===== src/rtl/lsu_ctrl.sv =====
// lsu_ctrl: single-outstanding load/store unit between the core pipeline and a
// word-wide memory bus. Latches the request, drives byte enables / replicated
// store data, stalls the core until completion or bus timeout, then extends the
// returned load data.
// Optional build macro LSU_MISALIGN_CHECK_EN: misaligned H/HU/W accesses are
// rejected without a bus cycle and flagged on misalign_o.
module lsu_ctrl #(
  parameter int MAX_WAIT = 255
) (
  input  logic        clk_i,
  input  logic        rst_i,
  input  logic        core_req_i,
  input  logic        core_we_i,
  input  logic [2:0]  core_size_i,
  input  logic [31:0] core_addr_i,
  input  logic [31:0] core_wd_i,
  output logic [31:0] core_rd_o,
  output logic        core_stall_o,
  output logic        bus_err_o,
  output logic        misalign_o,
  output logic        mem_req_o,
  output logic        mem_we_o,
  output logic [3:0]  mem_be_o,
  output logic [31:0] mem_addr_o,
  output logic [31:0] mem_wd_o,
  input  logic [31:0] mem_rd_i,
  input  logic        mem_ready_i
);

  typedef enum logic [1:0] {IDLE, BUSY, DONE} state_t;

  // Only what the load-extension path needs after the request is gone.
  typedef struct packed {
    logic       we;
    logic [2:0] size;
    logic [1:0] offs;
  } req_t;

  localparam int CW = (MAX_WAIT < 2) ? 1 : $clog2(MAX_WAIT + 1);
  // Counter value seen in the last BUSY cycle before a timeout.
  localparam logic [CW-1:0] WAIT_LAST = CW'(MAX_WAIT - 1);

  state_t          state, stateNext;
  req_t            lat;
  logic [CW-1:0]   waitCnt;
  logic            timeout;
  logic            misalignReq;
  logic            startBus;
  logic [3:0]      coreBe;
  logic [31:0]     coreWd;
  logic [31:0]     loadData;
  logic [7:0]      selB;
  logic [15:0]     selH;

  // Sizes: low two bits pick byte/half/word (3,6,7 fall into word), bit 2 = unsigned.
  function automatic logic isByte(input logic [2:0] s);
    return s[1:0] == 2'b00;
  endfunction

  function automatic logic isHalf(input logic [2:0] s);
    return s[1:0] == 2'b01;
  endfunction

`ifdef LSU_MISALIGN_CHECK_EN
  assign misalignReq = (isHalf(core_size_i) && core_addr_i[0]) ||
                       (!isByte(core_size_i) && !isHalf(core_size_i) && (core_addr_i[1:0] != 2'b00));
`else
  assign misalignReq = 1'b0;
`endif

  assign startBus = (state == IDLE) && core_req_i && !misalignReq;
  // Ready in the same cycle as the last allowed wait cycle wins over the timeout.
  assign timeout  = (MAX_WAIT != 0) && (state == BUSY) && !mem_ready_i && (waitCnt == WAIT_LAST);

  assign mem_req_o = (state == BUSY);
  assign mem_we_o  = (state == BUSY) && lat.we;

  // Byte enables and lane-replicated store data for the incoming request.
  always_comb begin
    coreBe = 4'b1111;
    coreWd = core_wd_i;
    if (isByte(core_size_i)) begin
      coreBe = 4'b0001 << core_addr_i[1:0];
      coreWd = {4{core_wd_i[7:0]}};
    end else if (isHalf(core_size_i)) begin
      coreBe = 4'b0011 << {core_addr_i[1], 1'b0};
      coreWd = {2{core_wd_i[15:0]}};
    end
  end

  // Lane select and sign/zero extension of the returned word.
  always_comb begin
    selB = mem_rd_i[7:0];
    case (lat.offs)
      2'd1:    selB = mem_rd_i[15:8];
      2'd2:    selB = mem_rd_i[23:16];
      2'd3:    selB = mem_rd_i[31:24];
      default: selB = mem_rd_i[7:0];
    endcase
    selH = lat.offs[1] ? mem_rd_i[31:16] : mem_rd_i[15:0];
    if (isByte(lat.size))
      loadData = {{24{~lat.size[2] & selB[7]}}, selB};
    else if (isHalf(lat.size))
      loadData = {{16{~lat.size[2] & selH[15]}}, selH};
    else
      loadData = mem_rd_i;
  end

  // State register.
  always_ff @(posedge clk_i or posedge rst_i) begin
    if (rst_i) state <= IDLE;
    else       state <= stateNext;
  end

  // Next state and core stall.
  always_comb begin
    stateNext    = state;
    core_stall_o = 1'b0;
    case (state)
      IDLE: if (core_req_i) begin
        core_stall_o = 1'b1;
        stateNext    = misalignReq ? DONE : BUSY;
      end
      BUSY: begin
        core_stall_o = 1'b1;
        if (mem_ready_i || timeout) stateNext = DONE;
      end
      DONE:    stateNext = IDLE;
      default: stateNext = IDLE;
    endcase
  end

  // Request latch, wait counter, load result and error pulse.
  always_ff @(posedge clk_i or posedge rst_i) begin
    if (rst_i) begin
      lat        <= '0;
      mem_addr_o <= '0;
      mem_be_o   <= '0;
      mem_wd_o   <= '0;
      waitCnt    <= '0;
      core_rd_o  <= '0;
      bus_err_o  <= 1'b0;
    end else begin
      if (startBus) begin
        lat        <= '{we: core_we_i, size: core_size_i, offs: core_addr_i[1:0]};
        mem_addr_o <= {core_addr_i[31:2], 2'b00};
        mem_be_o   <= coreBe;
        mem_wd_o   <= coreWd;
        waitCnt    <= '0;
      end else if (state == BUSY && !mem_ready_i) begin
        waitCnt <= waitCnt + 1'b1;
      end
      bus_err_o <= timeout;
      if (state == BUSY && mem_ready_i && !lat.we)
        core_rd_o <= loadData;
      else if (timeout || (state == IDLE && core_req_i && misalignReq))
        core_rd_o <= '0;
    end
  end

`ifdef LSU_MISALIGN_CHECK_EN
  // One-cycle flag in the DONE cycle of a rejected access.
  always_ff @(posedge clk_i or posedge rst_i) begin
    if (rst_i) misalign_o <= 1'b0;
    else       misalign_o <= (state == IDLE) && core_req_i && misalignReq;
  end
`else
  assign misalign_o = 1'b0;
`endif

endmodule

===== config.mk =====
export PLATFORM = sky130hd
export DESIGN_NAME = lsu_ctrl
export DESIGN_NICKNAME = d
export VERILOG_FILES = /design/src/rtl/lsu_ctrl.sv
export SDC_FILE = /design/constraint.sdc
export NUM_CORES = 1
export LEC_CHECK = 0
export BUFFER_PORTS_ARGS = -buffer_cell sky130_fd_sc_hd__buf_2
export CAP_MARGIN = 20
export CORE_ASPECT_RATIO = 0.6
export CORE_MARGIN = 2
export CORE_UTILIZATION = 35
export CTS_CLUSTER_SIZE = 10
export DETAILED_ROUTE_END_ITERATION = 8
export PLACE_DENSITY = 0.63
export SLEW_MARGIN = 20
export SYNTH_ARGS = -nofsm -noshare
export SYNTH_HDL_FRONTEND = slang
export SYNTH_SLANG_ARGS = --single-unit

===== constraint.sdc =====
create_clock -name clk_i -period 3.6 [get_ports clk_i]
set_clock_uncertainty 0.05 [all_clocks]
set_input_delay 0.72 -clock clk_i [delete_from_list [all_inputs] [get_ports clk_i]]
set_output_delay 0.72 -clock clk_i [all_outputs]
set_load 0.01 [all_outputs]

==> impl_results.md, run 1 <==
* Post-cts resize count at 0
* Layout cell share with drive strength beyond 1 at about a third
* Clock sink total at 115
* Post-CTS setup buffer count at 0
* Dpl cells at 925
* Worst setup path category: flop to flop
* # port buffers at 205
* Largest net degree at the start of global routing at 65
* Crit end category: flop
* Sw Ratio at 37.2%
* Vias in the first global route at 4,603
* # hold bufs at CTS at 0
* Post-Synth Simple-Gate Area at a little under a fifth
* Fin crit period at 2520 ps
* Metal2 WL at between 6000 and 7000 um
* Setup TNS at 0 ps
* Synth Register Bits at 115
* Met1 WL at 7660 um
* Routability congestion estimate from global placement at 0.876
* Top-count cell post-synth: nand2_1
* CTS Buf Count at 17
* Flop pwr share at a little under two fifths
* Number of enable flip-flop cells after synthesis at 0
* Clock power share at 26.8%
* Initial antenna violation count at 0
* Combinational share of power at a little over a third
* WP data required at 3820 ps
* DIE WIDTH at around 160 um
* Top sig layer: met4
* Mux cell area share after synthesis at 6.43%
* Root Buffer: clkbuf_16
* Drt wl/cell at approximately 16 um
* Yosys top cell by area: dfrtp_1
* Fin nets at ~850
* First-pass GRT wire length at 24,200 um
* Xor/xnor share of the synthesized area at 1.15%
* R2R depth at 4
* Number of max-cap violations at 0
* Post-DP HPWL at 11,100 um
* Finish-stage setup viols at 0
* Max clock buf depth at 2
* Startpoint types: flop
* Post-synth ARST share at 100%
* Relative slew slack at ~32%
* Syn. warnings at 0
* Total grt overflow at 0
* Cells after synthesis at between 500 and 600
* Clock transition at path regs at 50 ps
* Non-Filler Instances at 957
* Synthesis-to-layout area growth at 33.5%
* DRT Pass-1 Iters at 5
* 1st-iter DRT viols at 238
* Total track usage at 19.0%
* Critical path fanouts, max at 27
* Antenna diode count at 0
* Routed Antenna Nets at 0
* Tightest Pin Transition at between 1000 and 1500 ps
* Post-Synth Adder-Cell Area at less than 1%
* Num rows at 34
* Main combinational cell family by area after synthesis: simple AND/OR/NAND/NOR gates
* CTS tree: done
* Die ar. at 16,300 sq um
* Die Y at 99.6 um
* HP Class: input port to asynchronous set/reset pin
* Tcrit/Tclk final at 69.9%
* Ports at 209
* Ys flop type: dfrtp_1
* Reg-to-reg startpoint: lat[1]
* Yosys top cell area share at 54.0%
* Final Hold Viols at 0
* Worst skew pair latency at approximately 400 ps
* Syn Std Cell Area at 5330 sq um
* Fmax achieved at 397 MHz
* Leak at 3.68 nW
* Arrival time worst endpoint at 2740 ps
* Vias post-DR at 4,695
* P_sw at between 2 and 2.5 mW
* Most common library cells after synthesis: nand2_1 (159), dfrtp_1 (115), mux2i_1 (32)
* Avg Cell Area, Syn at 9.62 sq um
* Post-synthesis sequential area ratio at 54.0%
* Cell-internal power at 3.95 mW
* Met3 wire len at 1060 um
* Top cells by area, synth: dfrtp_1 (54%), nand2_1 (11%), mux2i_1 (6.0%), o2bb2ai_1 (3.3%), nor2b_1 (3.2%)
* Core area at ~15,000 sq um
* R2R Path End: core_rd_o[22]
* DRC viols at 0
* Drt via density at 4.91
* Status: completed
* # H-tree levels at 4
* RSZ-0062 raised after global routing: false
* Post-layout util at 48.5%
* Slew Limit Fails at 0
* PD cells at 885 nW/um^2
* DRT Wirelength at 15,200 um
* Synth cell types at 42
* Compound-gate portion of the synthesized area at 14.8%
* Worst reg-to-reg setup slack at 1080 ps
* Initial core utilization at a little over a third
* Worst VDD drop at ~0.36 mV
==> registers in the layout, summed over array words and instances (netlist names) <==
name	count
lat	6
mem_be_o	4
state	2
mem_addr_o	30
core_rd_o	32
waitCnt	8
bus_err_o	1
mem_wd_o	32
==> cells by family (layout without fill, tap and decap cells) <==
| family | count (synthesis) | count (layout) |
|---|---|---|
| AND/OR/NAND/NOR | 236 | 236 |
| AO/OA/AOI/OAI | 114 | 114 |
| other | 1 | 3 |
| multiplexers | 33 | 33 |
| adder cells (fa/ha/maj) | 2 | 2 |
| flip-flops | 115 | 115 |
| buffers and inverters | 46 | 249 |
| XOR/XNOR | 7 | 7 |
==> layout make-up <==
class / instances / area (sq um)
Clock buffer: 19 / 433
Clock inverter: 13 / 160
Fill cell: 1410 / 7560
Inverter: 4 / 18.8
Multi-Input combinational cell: 395 / 2270
Sequential cell: 115 / 2880
Tap cell: 198 / 248
Timing Repair Buffer: 213 / 1110
==> metal layers <==
metal / track usage (%) / vias up
li1: - / 2271
met1: 28.5 / 2267
met2: 27.1 / 153
met3: 5.59 / 4
met4: 3.95 / 0
met5: 0 / -
==> critical path, stage by stage (launching register included) <==
cell and delay [ps]:
dfrtp_1 980, mux4_2 630, o31ai_2 260, o21bai_4 300, o2bb2ai_1 140
==> power by group through the flow <==
stage	combinational, mW	clock [mW]	sequential [mW]
after floorplan	1.26	0	2.41
after global placement	2.26	0	2.30
after detailed placement	2.31	0	2.32
after CTS	2.31	1.73	2.32
after global routing	2.53	1.80	2.40
final	2.29	1.69	2.32
==> per-stage QoR <==
stage                     setup slack, ps  hold slack, ps  area [sq um]  total power, mW
after floorplan                      1430             410          5340             3.67
after global placement               1220             402          6530             4.56
after detailed placement             1140             411          6530             4.63
after CTS                            1110             346          7120             6.36
after global routing                  903             376          7120             6.73
final                                1080             341          7120             6.30
==> worst max-delay path by stage <==
stage               startpoint             to  cells after the start
global route            lat[3]   core_rd_o[0]                      4
floorplan                rst_i      bus_err_o                      1
global placement        lat[1]   core_rd_o[8]                      4
detailed placement      lat[1]  core_rd_o[25]                      4
finish                  lat[1]  core_rd_o[22]                      4
CTS                     lat[1]  core_rd_o[29]                      4
==> placed cells by master (no fill, tap or decap), drive strengths merged, types with 2 or more instances in the layout <==
| cell | netlist | final |
|---|---|---|
| nor3b | 2 | 2 |
| nand4 | 2 | 2 |
| bufinv | 0 | 3 |
| nor2b | 28 | 28 |
| and3 | 3 | 3 |
| nor3 | 4 | 4 |
| inv | 4 | 4 |
| a31oi | 3 | 3 |
| clkinvlp | 0 | 6 |
| nor2 | 26 | 26 |
| a21oi | 18 | 18 |
| clkbuf | 30 | 19 |
| o2bb2ai | 20 | 20 |
| a221o | 4 | 4 |
| a221oi | 4 | 4 |
| nand2b | 4 | 4 |
| conb | 1 | 3 |
| and2 | 2 | 2 |
| dfrtp | 115 | 115 |
| a21o | 2 | 2 |
| mux2i | 32 | 32 |
| nand3 | 3 | 3 |
| o22ai | 15 | 15 |
| nand2 | 159 | 159 |
| o21bai | 2 | 2 |
| o21ai | 31 | 31 |
| clkinv | 0 | 4 |
| ha | 2 | 2 |
| xor2 | 6 | 6 |
| buf | 12 | 213 |
| a22o | 11 | 11 |
(Power assumes the default switching activity.)
==> inputs of run 2 (changes only) <==
- clock period: 3.6 -> 2.3 ns (I/O delays scaled with it)
==> impl_results.md, run 2 (synthesis results as in run 1) <==
* Status: completed
* Largest regs: core_rd_o (32), mem_wd_o (32), mem_addr_o (30)
* Fin crit period at 1880 ps
* Worst path cell trace: nor2b_1 -> and2_1 -> buf_2
* Setup TNS at 0 ps (unchanged)
* DRT Wirelength at 15,200 um (-0.24%)
* Largest net degree at the start of global routing at 78 (+20%)
* CP peak stage delay at 440 ps (-540 ps)
* Num rows at 34 (unchanged)
* Relative slew slack at 66.9% (+35 points)
* RSZ-0062 raised after global routing: false
* Fmax achieved at between 500 and 600 MHz
* Crit-path slowest cell: dfrtp_1
* 1st-iter DRT viols at 250 (+5.0%)
* WHS at 30.6 ps (-310 ps)
* Core area at 14,700 sq um (unchanged)
* P_sw at 3.73 mW (+59%)
* Critical path fanouts, max at 6 (-78%)
* Initial core utilization at 36.3% (unchanged)
* Ports at 209 (unchanged)
* Tightest Pin Transition at 495 ps (-520 ps)
* Worst setup path category: flop to primary output
* Most common cell after layout, fill and taps aside: buf_2
* DIE WIDTH at 163 um (unchanged)
* Layout cell share with drive strength beyond 1 at 34.2% (+0.87 points)
* Most frequent cells in the layout: buf_2 (205), nand2_1 (159), dfrtp_1 (115)
* Startpoint types: flop
* First-pass GRT wire length at 24,600 um (+1.7%)
* CTS Buf Count at 17 (unchanged)
* Flop pwr share at 34.5% (-2.3 points)
* Leak at 3.75 nW (+1.7%)
* Final Hold Viols at 0 (unchanged)
* WP data required at 1790 ps (-2030 ps)
* Synthesis-to-layout area growth at 35.3%
* Non-Filler Instances at 964 (+0.73%)
* Dpl cells at 932 (+0.76%)
* Routability congestion estimate from global placement at 0.860 (-1.7%)
* Tcrit/Tclk final at 81.9%
* Slew Limit Fails at 0 (unchanged)
* Clock sink total at 115 (unchanged)
* Combinational share of power at 38.3% (+2.0 points)
* Arrival time worst endpoint at 1370 ps (-1370 ps)
* Worst skew pair latency at 400 ps (about the same)
* Initial antenna violation count at 0 (unchanged)
* # H-tree levels at 4 (unchanged)
* Die ar. at 16,300 sq um (unchanged)
* Drt via density at 4.84 (-1.3%)
* Number of max-cap violations at 0 (unchanged)
* Vias in the first global route at 4,679 (+1.7%)
* Routed Antenna Nets at 0 (unchanged)
* Clock transition at path regs at 50 ps (about the same)
* Fillers at 1,442 (+2.3%)
* Total grt overflow at 0 (unchanged)
* Cell family with most CP delay: flip-flops
* Worst VDD drop at 0.478 mV (+33%)
* Finish-stage setup viols at 0 (unchanged)
* DRT Pass-1 Iters at 5 (unchanged)
* Post-cts resize count at 0 (unchanged)
* # port buffers at 205 (unchanged)
* Root Buffer: clkbuf_16
* Cell-internal power at 6.29 mW (+59%)
* Fin nets at 859 (+0.82%)
* Die Y at 99.6 um (unchanged)
* Sw Ratio at 37.2% (-0.039 points)
* Total track usage at 19.2% (+0.22 points)
* WP buf/inv at 1 (+1)
* Antenna diode count at 0 (unchanged)
* HP Class: input port to asynchronous set/reset pin
* DRC viols at 0 (unchanged)
* Vias post-DR at 4,670 (-0.53%)
* Crit end category: primary output
* CTS tree: done
* Max clock buf depth at 2 (unchanged)
* Post-DP HPWL at 11,300 um (+1.4%)
* Drt wl/cell at 15.7 um (-0.97%)
* Clock power share at 27.2% (+0.4 points)
* # hold bufs at CTS at 0 (unchanged)
* PD cells at 1390 nW/um^2 (+57%)
* Post-CTS setup buffer count at 0 (unchanged)
run 2: worst paths after layout:
path / end / slack [ps] / from / cells after the start
setup / recovery: mem_we_o / 420 / state[1] / 3
hold / removal: mem_addr_o[31] / 30 / rst_i / 2
setup reg to reg: core_rd_o[6] / 470 / lat[1] / 6
hold reg to reg: mem_addr_o[10] / 420 / mem_addr_o[10] / 2
max in group asynchronous: mem_addr_o[21] / 1520 / rst_i / 3
min in group clk_i: mem_addr_o[16] / 190 / core_addr_i[16] / 3
run 2: power by group through the flow:
stage	Sequential [mW]	Clock [mW]	Combinational, mW
4_1_cts	3.46	2.79	3.88
3_3_place_gp	3.44	0	3.78
2_1_floorplan	3.78	0	1.96
5_1_grt	3.58	2.88	4.27
6_report	3.46	2.72	3.84
3_5_place_dp	3.46	0	3.88
run 2: cell type report:
type | instances | area (sq um) | area share, %
Clock buffer | 18 | 439 | 6.09
Sequential cell | 115 | 2880 | 39.9
Clock inverter | 14 | 180 | 2.50
Tap cell | 198 | 248 | 3.44
Multi-Input combinational cell | 395 | 2270 | 31.5
Timing Repair Buffer | 220 | 1180 | 16.3
Inverter | 4 | 18.8 | 0.260
run 2: metrics by stage:
stage                     cell area (sq um)  power [mW]  util (%)  worst slack (ps)
after floorplan                        5340        5.74         -               391
after global placement                 6590        7.22      44.9               417
after detailed placement               6590        7.34      44.9               354
after CTS                              7210        10.1      49.1               376
after global routing                   7210        10.7      49.1               298
final                                  7210        10.0      49.1               417
run 2: routing by layer:
metal / up-vias / share of wire [%] / GRT usage, %
met2: 159 / 42 / 27.8
met1: 2217 / 49 / 28.5
met4: 0 / 0.82 / 4.29
met3: 12 / 8.7 / 5.46
met5: - / 0 / 0
li1: 2282 / - / -
